--- config.mk ---
export PLATFORM = sky130hd
export DESIGN_NAME = cvxif_result_buffer
export DESIGN_NICKNAME = d
export VERILOG_FILES = /design/src/rtl/config_pkg.sv /design/src/rtl/cvxif_pkg.sv /design/src/rtl/cvxif_sync_fifo.sv /design/src/rtl/cvxif_result_buffer.sv
export SDC_FILE = /design/constraint.sdc
export NUM_CORES = 1
export LEC_CHECK = 0
export BUFFER_PORTS_ARGS = -buffer_cell sky130_fd_sc_hd__clkbuf_2
export CAP_MARGIN = 10
export CORE_AREA = 2 2 123 125
export CTS_CLUSTER_SIZE = 12
export DETAILED_ROUTE_END_ITERATION = 6
export DIE_AREA = 0 0 125 127
export GPL_ROUTABILITY_DRIVEN = 0
export PLACE_DENSITY = 0.78
export SLEW_MARGIN = 20
export SYNTH_ARGS = -nofsm -noshare
export SYNTH_HDL_FRONTEND = slang
export SYNTH_SLANG_ARGS = --single-unit
--- constraint.sdc ---
create_clock -name clk_i -period 2.5 [get_ports clk_i]
set_input_delay 0.125 -clock clk_i [delete_from_list [all_inputs] [get_ports clk_i]]
set_output_delay 0.125 -clock clk_i [all_outputs]
set_load 0.02 [all_outputs]
--- src/rtl/config_pkg.sv ---
// Core configuration record handed down to CV-X-IF side blocks.
package config_pkg;

   typedef struct packed {
      int unsigned XLEN;
   } cva6_cfg_t;

   // All-zero configuration: fields left at 0 mean "not constrained".
   localparam cva6_cfg_t cva6_cfg_empty = '0;

endpackage

--- src/rtl/cvxif_pkg.sv ---
// CV-X-IF shared types: coprocessor result payload.
package cvxif_pkg;

   localparam int unsigned X_ID_W   = 4;
   localparam int unsigned X_RFW_W  = 32;
   localparam int unsigned X_EXCC_W = 6;

   typedef struct packed {
      logic [X_ID_W-1:0]   id;
      logic [X_RFW_W-1:0]  data;
      logic                we;
      logic                exc;
      logic [X_EXCC_W-1:0] exccode;
   } x_result_t;

endpackage

--- src/rtl/cvxif_sync_fifo.sv ---
// Small result FIFO with synchronous active-high reset. Full/empty come
// from the occupancy counter so the pointers can wrap naturally.
module cvxif_sync_fifo
   import cvxif_pkg::*;
#(
   parameter  int unsigned DEPTH = 4,
   localparam int unsigned PTR_W = $clog2(DEPTH),
   localparam int unsigned CNT_W = $clog2(DEPTH + 1)
) (
   input  logic             clk_i,
   input  logic             rst_i,
   input  logic             push_i,
   input  x_result_t        data_i,
   input  logic             pop_i,
   output x_result_t        data_o,
   output logic [CNT_W-1:0] count_o,
   output logic             full_o,
   output logic             empty_o
);

   x_result_t        mem_q [DEPTH];
   logic [PTR_W-1:0] wptr_q;
   logic [PTR_W-1:0] rptr_q;
   logic [CNT_W-1:0] count_q;

   // Storage write; contents are don't-care until counted, so no reset.
   always_ff @(posedge clk_i) begin
      if (push_i) begin
         mem_q[wptr_q] <= data_i;
      end
   end

   // Pointers and occupancy; push/pop in the same cycle leaves count alone.
   always_ff @(posedge clk_i) begin
      if (rst_i) begin
         wptr_q  <= '0;
         rptr_q  <= '0;
         count_q <= '0;
      end else begin
         if (push_i) wptr_q <= wptr_q + PTR_W'(1);
         if (pop_i)  rptr_q <= rptr_q + PTR_W'(1);
         if (push_i && !pop_i) begin
            count_q <= count_q + CNT_W'(1);
         end else if (pop_i && !push_i) begin
            count_q <= count_q - CNT_W'(1);
         end
      end
   end

   assign data_o  = mem_q[rptr_q];
   assign count_o = count_q;
   assign full_o  = (count_q == CNT_W'(DEPTH));
   assign empty_o = (count_q == '0);

endmodule

--- src/rtl/cvxif_result_buffer.sv ---
// Result-side buffer between the CV-X-IF response channel and cvxif_fu.
// Buffers coprocessor results, lets writeback stall, and hands out issue
// credits so that a result always finds a free FIFO slot.
module cvxif_result_buffer
   import cvxif_pkg::*;
#(
   parameter  config_pkg::cva6_cfg_t CVA6Cfg = config_pkg::cva6_cfg_empty,
   parameter  int unsigned DEPTH = 4,
   localparam int unsigned CNT_W = $clog2(DEPTH + 1)
) (
   input  logic             clk_i,
   input  logic             rst_i,
   input  logic             issue_fire_i,
   output logic             credit_avail_o,
   input  logic             cp_result_valid_i,
   output logic             cp_result_ready_o,
   input  x_result_t        cp_result_i,
   output logic             wb_valid_o,
   input  logic             wb_ready_i,
   output x_result_t        wb_result_o,
   output logic [CNT_W-1:0] count_o,
   output logic [CNT_W-1:0] outstanding_o,
   output logic             err_o
);

   // Reject configurations the pointer/count scheme cannot handle.
   if (DEPTH < 2 || (DEPTH & (DEPTH - 1)) != 0) begin : g_depth_chk
      $error("cvxif_result_buffer: DEPTH must be a power of 2 and >= 2");
   end
   if (CVA6Cfg.XLEN != 0 && CVA6Cfg.XLEN < X_RFW_W) begin : g_xlen_chk
      $error("cvxif_result_buffer: coprocessor data wider than XLEN");
   end

   logic             full;
   logic             empty;
   logic             push;
   logic             pop;
   x_result_t        head;
   logic [CNT_W-1:0] outstanding_q;
   logic             err_q;

   // Ready depends only on registered state; no path from wb_ready_i.
   assign push = cp_result_valid_i & ~full;
   assign pop  = ~empty & wb_ready_i;

   cvxif_sync_fifo #(
      .DEPTH (DEPTH)
   ) i_fifo (
      .clk_i   (clk_i),
      .rst_i   (rst_i),
      .push_i  (push),
      .data_i  (cp_result_i),
      .pop_i   (pop),
      .data_o  (head),
      .count_o (count_o),
      .full_o  (full),
      .empty_o (empty)
   );

   // Outstanding tracker: saturates at both ends and flags the sticky error.
   always_ff @(posedge clk_i) begin
      if (rst_i) begin
         outstanding_q <= '0;
         err_q         <= 1'b0;
      end else if (issue_fire_i && !pop) begin
         if (outstanding_q == CNT_W'(DEPTH)) begin
            err_q <= 1'b1;
         end else begin
            outstanding_q <= outstanding_q + CNT_W'(1);
         end
      end else if (pop && !issue_fire_i) begin
         if (outstanding_q == '0) begin
            err_q <= 1'b1;
         end else begin
            outstanding_q <= outstanding_q - CNT_W'(1);
         end
      end
   end

   assign credit_avail_o    = (outstanding_q < CNT_W'(DEPTH));
   assign cp_result_ready_o = ~full;
   assign wb_valid_o        = ~empty;
   assign wb_result_o       = empty ? '0 : head;
   assign outstanding_o     = outstanding_q;
   assign err_o             = err_q;

endmodule

=== Word level (Yosys, flattened, before mapping) ===
Memory sizes are Yosys's and may differ from the RTL's. A register that Yosys moved wholly into a read port is not among the register bits.
Index checks and enable logic that the tools add are counted.

* Bits in registers: 11
* Bits in writable memories: 176
* Input bits: 49
* Output and inout bits: 54
* Logic and storage cells: 51
* Memories: 1

* $add $sub $neg: 6
* Order comparisons: 1
* Equality and inequality tests: 5
* Mux-type cells: 15
* Bitwise operators: 4
* Reductions and logical operators: 14

{| class="wikitable"
|+ Memory list
! memory !! words !! bits a word !! rd ports !! clocked after Yosys merged registers in !! write ports !! RTL line !! source
|-
| i_fifo.mem_q || 4 || 44 || 1 || 1 || 1 || cvxif_sync_fifo.sv:21 || <nowiki>x_result_t mem_q [DEPTH];</nowiki>
|}

{| class="wikitable"
|+ Operators by type and width
! kind !! count
|-
| 2-to-1 mux 44 bit || 1
|-
| 2-to-1 mux 3 bit || 6
|-
| adder 3 x 1 -> 3 bit, second input constant || 2
|-
| equality test 3 bit, second input constant || 2
|-
| logical NOT 3 bit || 2
|-
| 2-to-1 mux 1 bit || 6
|-
| AND reduction 3 bit || 2
|-
| nonzero test 2 bit || 3
|-
| subtractor 3 x 1 -> 3 bit, second input constant || 2
|-
| adder 2 x 1 -> 2 bit, second input constant || 2
|-
| logical AND 1 bit || 4
|-
| 2-to-1 mux 2 bit || 2
|-
| inequality test 2 bit, second input constant || 2
|-
| logical NOT 1 bit || 3
|-
| less-than comparator 3 bit, second input constant || 1
|-
| AND 1 bit || 2
|-
| inequality test 2 x 1 -> 1 bit, second input constant || 1
|-
| inverter 1 bit || 2
|}

=== Logic depth before layout (Yosys ltp) ===
* Depth in word-level cells: 7
* Gate-level depth with buffers: 8
* Mapped depth without buffers: 8

=== Modules after synthesis ===
A second synthesis with hierarchy kept.

* Cell total of the unflattened synthesis: 354
* Area, all modules: 7383.3 µm²

{| class="wikitable"
|+ By module, submodules not included
! module !! times used !! cells each !! area an instance (µm²) !! sequential area each (µm²)
|-
| cvxif_sync_fifo || 1 || 274 || 6836.6 || 5465.2
|-
| cvxif_result_buffer || 1 || 80 || 546.8 || 80.1
|}

=== Worst setup path after synthesis ===
OpenSTA, ideal clock, no wires.

* Kind: register to register
* Start point: register i_fifo.count_q[0], in the netlist i_fifo.count_o[0]
* End point: memory i_fifo.mem_q[0][0] in the netlist's numbering (enable)
* Setup time: 0.406 ns
* Arrival time: 2.097 ns
* Required time: 2.094 ns
* Setup slack: -0.003 ns
* Cell stages (with the launch flop): 4
* Path buffers: 0
* Period minus slack after synthesis: 2.503 ns
* Cell sequence: dfxtp_1 nor3b_1 inv_1 and3_1

* Cells in the longest elaborated chain, start to end: 5

{| class="wikitable"
|+ RTL lines
! item !! RTL line !! source
|-
| start, declared || cvxif_sync_fifo.sv:24 || <nowiki>logic [CNT_W-1:0] count_q;</nowiki>
|-
| start signal, assigned || cvxif_sync_fifo.sv:43 || <nowiki>count_q <= count_q + CNT_W'(1);</nowiki>
|-
| start signal, assigned || cvxif_sync_fifo.sv:45 || <nowiki>count_q <= count_q - CNT_W'(1);</nowiki>
|-
| equality test 3 bit || cvxif_sync_fifo.sv:52 || <nowiki>assign full_o = (count_q == CNT_W'(DEPTH));</nowiki>
|-
| inverter 1 bit || n/a ||
|-
| via cp_result_ready_o || cvxif_result_buffer.sv:16 || <nowiki>output logic cp_result_ready_o,</nowiki>
|-
| AND 1 bit || cvxif_result_buffer.sv:43 || <nowiki>assign push = cp_result_valid_i & ~full;</nowiki>
|-
| 2-to-1 mux 1 bit || cvxif_sync_fifo.sv:28 || <nowiki>if (push_i) begin</nowiki>
|-
| 2-to-1 mux 1 bit (implied by the code) || cvxif_sync_fifo.sv:29 || <nowiki>mem_q[wptr_q] <= data_i;</nowiki>
|-
| end, declared || cvxif_sync_fifo.sv:21 ||
|}

The timed path passes the listed nets, and every way through them passes these cells.

=== Worst setup path in the final report ===
* Start point: register i_fifo.count_q[2], in the netlist i_fifo.count_o[2]
* End point: register outstanding_q[2], in the netlist outstanding_o[2]

* Cells in the longest elaborated chain, start to end: 7
* Elaborated cells on any way between the ends: 11
* Classes of those cells: 2 x eq/ne; 1 x mux; 2 x bitwise; 6 x reduce/logical

{| class="wikitable"
|+ RTL lines
! item !! RTL line !! source
|-
| logical NOT 3 bit (*) || cvxif_sync_fifo.sv:53 || <nowiki>assign empty_o = (count_q == '0);</nowiki>
|-
| inverter 1 bit (*) || cvxif_result_buffer.sv:44 || <nowiki>assign pop = ~empty & wb_ready_i;</nowiki>
|-
| AND 1 bit (*) || cvxif_result_buffer.sv:44 ||
|-
| logical NOT 1 bit || cvxif_result_buffer.sv:65 || <nowiki>end else if (issue_fire_i && !pop) begin</nowiki>
|-
| logical AND 1 bit || cvxif_result_buffer.sv:65 ||
|-
| inequality test 2 bit (no line) / nonzero test 2 bit (equally long branches) || n/a ||
|-
| AND reduction 3 bit (no line) || n/a ||
|-
| end signal, assigned || cvxif_result_buffer.sv:69 || <nowiki>outstanding_q <= outstanding_q + CNT_W'(1);</nowiki>
|-
| end signal, assigned || cvxif_result_buffer.sv:75 || <nowiki>outstanding_q <= outstanding_q - CNT_W'(1);</nowiki>
|-
| end, declared || cvxif_result_buffer.sv:39 || <nowiki>logic [CNT_W-1:0] outstanding_q;</nowiki>
|}

Every way passes the cells marked *; elsewhere a longest branch is shown, timed or not.
A chain may end at the register's enable or synchronous reset.

==> out/results.md <==
| Metric | Value |
|:---|:---|
| Total GRT Usage | 0.180 |
| Tmin final | 2.27 ns |
| Instance area at placement | 0.00815 mm2 |
| Core Util, Final | 0.637 |
| Maximum VDD drop | 0.802 mV |
| Fraction of layout instances using a drive strength above 1 | 0.365 |
| Run status | completed |
| Clock latency of the later-clocked register in the worst-skew pair | 0.43 ns |
| Reg-to-reg slack, setup | 0.23 ns |
| Vias in the first global route | 4125 |
| Number of different library cells in the post-synthesis netlist | 30 |
| Data arrival time of the critical path | 2.59 ns |
| Top cell type's share of synthesized area | 0.720 |
| Endpoint of the most critical register-to-register path | outstanding_o[2] |
| Worst Path Class, Setup | reg -> reg |
| Worst-case headroom to the max-slew limit | 0.552 |
| Total wirelength of the detailed-routed design | 13700 um |
| Number of clock buffers inserted by TritonCTS | 17 |
| Number of max-slew violations in the final report | 0 |
| Post-Route Hold Slack | 0.0296 ns |
| Max capacitance violation total | 0 |
| Yosys warning total | 0 |
| Maximum level of the CTS H-tree | 4 |
| Worst Path Max Fanout | 7 |
| Library cell with the largest summed area after synthesis | sky130_fd_sc_hd__edfxtp_1 |
| Fillers | 999 |
| Final cycle utilization of the critical path | 0.906 |
| Synth Net Count | 412 |
| Clk pin slew, worst setup/hold paths | 0.06 ns |
| DR WL/cell | 19.1 um |
| Path depth of the worst reg2reg path | 7 |
| RSZ-0062 raised after global routing | no |
| Leakage dissipation | 3.24 nW |
| Number of antenna violations at the first check in global routing | 0 |
| First-pass iteration count of the detailed router | 4 |
| Clock tree from TritonCTS | yes |
| Post-cts repair resize count | 0 |
| IO Count | 103 |
| Leading cell types in the layout, fill and taps excluded | 176 x sky130_fd_sc_hd__edfxtp_1, 102 x sky130_fd_sc_hd__clkbuf_2, 44 x sky130_fd_sc_hd__mux4_2, 44 x sky130_fd_sc_hd__nor2b_1, 44 x sky130_fd_sc_hd__dlygate4sd3_1 |
| Area growth from synthesis to layout | 25.2% |
| Number of standard cells after synthesis | 355 |
| Crit start category | flip-flop |
| Number of antenna repair diodes | 0 |
| Maximum number of pins on one net before global-route repair | 46 |
| Clock sink count | 189 |
| Startpoint of the worst register-to-register path | i_fifo.count_o[2] |
| Final hold vios | 0 |
| Via density | 5.34 |
| Crit path from | i_fifo.count_o[2] |
| Maximum operating frequency | 441 MHz |
| First-pass GRT wire length | 21500 um |
| Biggest area contributors in the synthesized netlist | sky130_fd_sc_hd__edfxtp_1 72%, sky130_fd_sc_hd__mux4_2 14%, sky130_fd_sc_hd__nor2b_1 3.8%, sky130_fd_sc_hd__dfxtp_1 3.5%, sky130_fd_sc_hd__ha_1 1.0% |
| Setup TNS | 0 ns |
| Final design area excluding fillers | 0.00919 mm2 |
| Remaining Overflow, GRT | 0 |
| Root Buffer Master | sky130_fd_sc_hd__clkbuf_16 |
| Reg area | 0.00555 mm2 |
| Placeable Area | 0.0144 mm2 |
| Required time worst endpoint | 2.82 ns |
| Share of synthesized flip-flops with an asynchronous set or reset | 0 |
| Starting density of the core | 0.509 |
| Synth Register Bits | 189 |
| Transition at the pin with the smallest max-transition slack | 0.672 ns |
| Area of the die | 0.0159 mm2 |
| Mean Syn Cell Area | 20.7 um2 |
| Worst Setup EP | outstanding_o[2] |
| FP Rows | 44 |
| Most common cell after layout, fill and taps aside | sky130_fd_sc_hd__edfxtp_1 |
| Die W | 125 um |
| Port-buffer cells | 102 |
| Endpoints failing setup | 0 |
| DP HPWL | 8150 um |
| Share of synthesized area occupied by flip-flops and latches | 0.756 |
| Prevailing post-synth register cell | sky130_fd_sc_hd__edfxtp_1 |
| Number of synthesized flops with an enable pin | 176 |
| Post-layout total power | 9.70 mW |
| Post-route DRC | 0 |
| Kind of end point of the critical path | flip-flop |
| Height of the chip | 127 um |
| Area used by multi-input combinational logic | 0.00167 mm2 |
| Hold/Removal Path Class | in -> reg |
| Fin nets | 573 |
| Bufs on Longest Clock Path | 2 |
| Post-Synthesis Cell Area | 0.00734 mm2 |
| Drt initial violations | 309 |
| Number of antenna-violating nets in the routed design | 0 |
| Clock Skews | 0.0147 ns |
| DR vias | 3810 |
| Total power density per cell area | 1060 mW/mm2 |
layout make-up:
cell class              count  area share
clock inverters             5     0.00872
inverters                   9     0.00368
repair buffers            157       0.121
flip-flops and latches    189       0.604
well taps                 184      0.0251
clock buffers              27      0.0558
multi-input cells         142       0.182
synth_stat cells (2+ instances only):
| cell type | instances |
|---|---|
| sky130_fd_sc_hd__and3_1 | 4 |
| sky130_fd_sc_hd__ha_1 | 6 |
| sky130_fd_sc_hd__xor2_1 | 6 |
| sky130_fd_sc_hd__clkbuf_1 | 5 |
| sky130_fd_sc_hd__edfxtp_1 | 176 |
| sky130_fd_sc_hd__nor2_1 | 11 |
| sky130_fd_sc_hd__nand3_1 | 2 |
| sky130_fd_sc_hd__nand2_1 | 2 |
| sky130_fd_sc_hd__o21ai_0 | 4 |
| sky130_fd_sc_hd__buf_2 | 4 |
| sky130_fd_sc_hd__nor2b_1 | 44 |
| sky130_fd_sc_hd__dfxtp_1 | 13 |
| sky130_fd_sc_hd__buf_6 | 5 |
| sky130_fd_sc_hd__inv_1 | 9 |
| sky130_fd_sc_hd__fa_1 | 2 |
| sky130_fd_sc_hd__mux4_2 | 44 |
| sky130_fd_sc_hd__a21oi_1 | 5 |
worst min-delay path by stage:
stage                           start                   to  slack (ns)  cells after the start
floorplan                       rst_i     i_fifo.wptr_q[1]        0.19                      1
global placement      cp_result_i[18]  i_fifo.mem_q[1][18]        0.34                      1
detailed placement    cp_result_i[25]  i_fifo.mem_q[1][25]        0.35                      1
CTS                 cp_result_valid_i     i_fifo.wptr_q[0]        0.01                      3
global route        cp_result_valid_i     i_fifo.wptr_q[0]        0.05                      3
finish              cp_result_valid_i     i_fifo.wptr_q[1]        0.03                      3
registers in the layout, summed over array words and instances, names as in the netlist, named ones only:
register and count:
err_o 1, i_fifo.wptr_q 2, i_fifo.mem_q 176, outstanding_o 3, i_fifo.count_o 3, i_fifo.rptr_q 2
power breakdown:
part / leakage, nW / total [mW] / switching [mW] / internal [mW]
logic: 1.23 / 3.03 / 1.71 / 1.32
clock network: 0.284 / 2.66 / 1.06 / 1.61
registers: 1.72 / 4.01 / 0.188 / 3.82
total: 3.24 / 9.70 / 2.96 / 6.74
per-layer routing:
metal,part of all wire,GRT usage,up-vias,wire [um]
li1,-,-,1731,-
met1,0.40,0.223,1948,5530
met2,0.53,0.307,120,7240
met3,0.053,0.0498,11,717
met4,0.012,0.0654,0,165
met5,0,0,-,0
repair_timing:
item                                   CTS  global route
setup buffers                            0             0
hold buffers                            44             0
endpoints found under the hold margin  176             0
stage by stage:
step	cells	setup slack, ns
2_1_floorplan	355	0.0428
3_3_place_gp	637	0.307
3_5_place_dp	637	0.224
4_1_cts	713	0.217
5_1_grt	713	0.118
6_report	713	0.234
worst max-delay path, cell delays in order, from the launching register on:
cell and delay [ns]:
sky130_fd_sc_hd__dfxtp_1 0.38, sky130_fd_sc_hd__o31ai_1 0.33, sky130_fd_sc_hd__ha_1 0.23, sky130_fd_sc_hd__inv_1 0.06, sky130_fd_sc_hd__fa_1 0.39, sky130_fd_sc_hd__xor2_1 0.18
sky130_fd_sc_hd__a211oi_1 0.24, sky130_fd_sc_hd__mux2_2 0.35
kinds of logic (layout without fill, tap and decap cells):
kind of cell | count (synthesis) | count (layout) | share of synthesized area
adders and majority gates | 8 | 8 | 0.0157
xor gates and xnor gates | 7 | 7 | 0.00835
DFF | 189 | 189 | 0.756
buffers and inverters | 24 | 198 | 0.0182
muxes | 46 | 46 | 0.138
AOI/OAI and AO/OA | 14 | 14 | 0.0113
and+or+nand+nor | 67 | 67 | 0.0530
(Power assumes the default switching activity.)
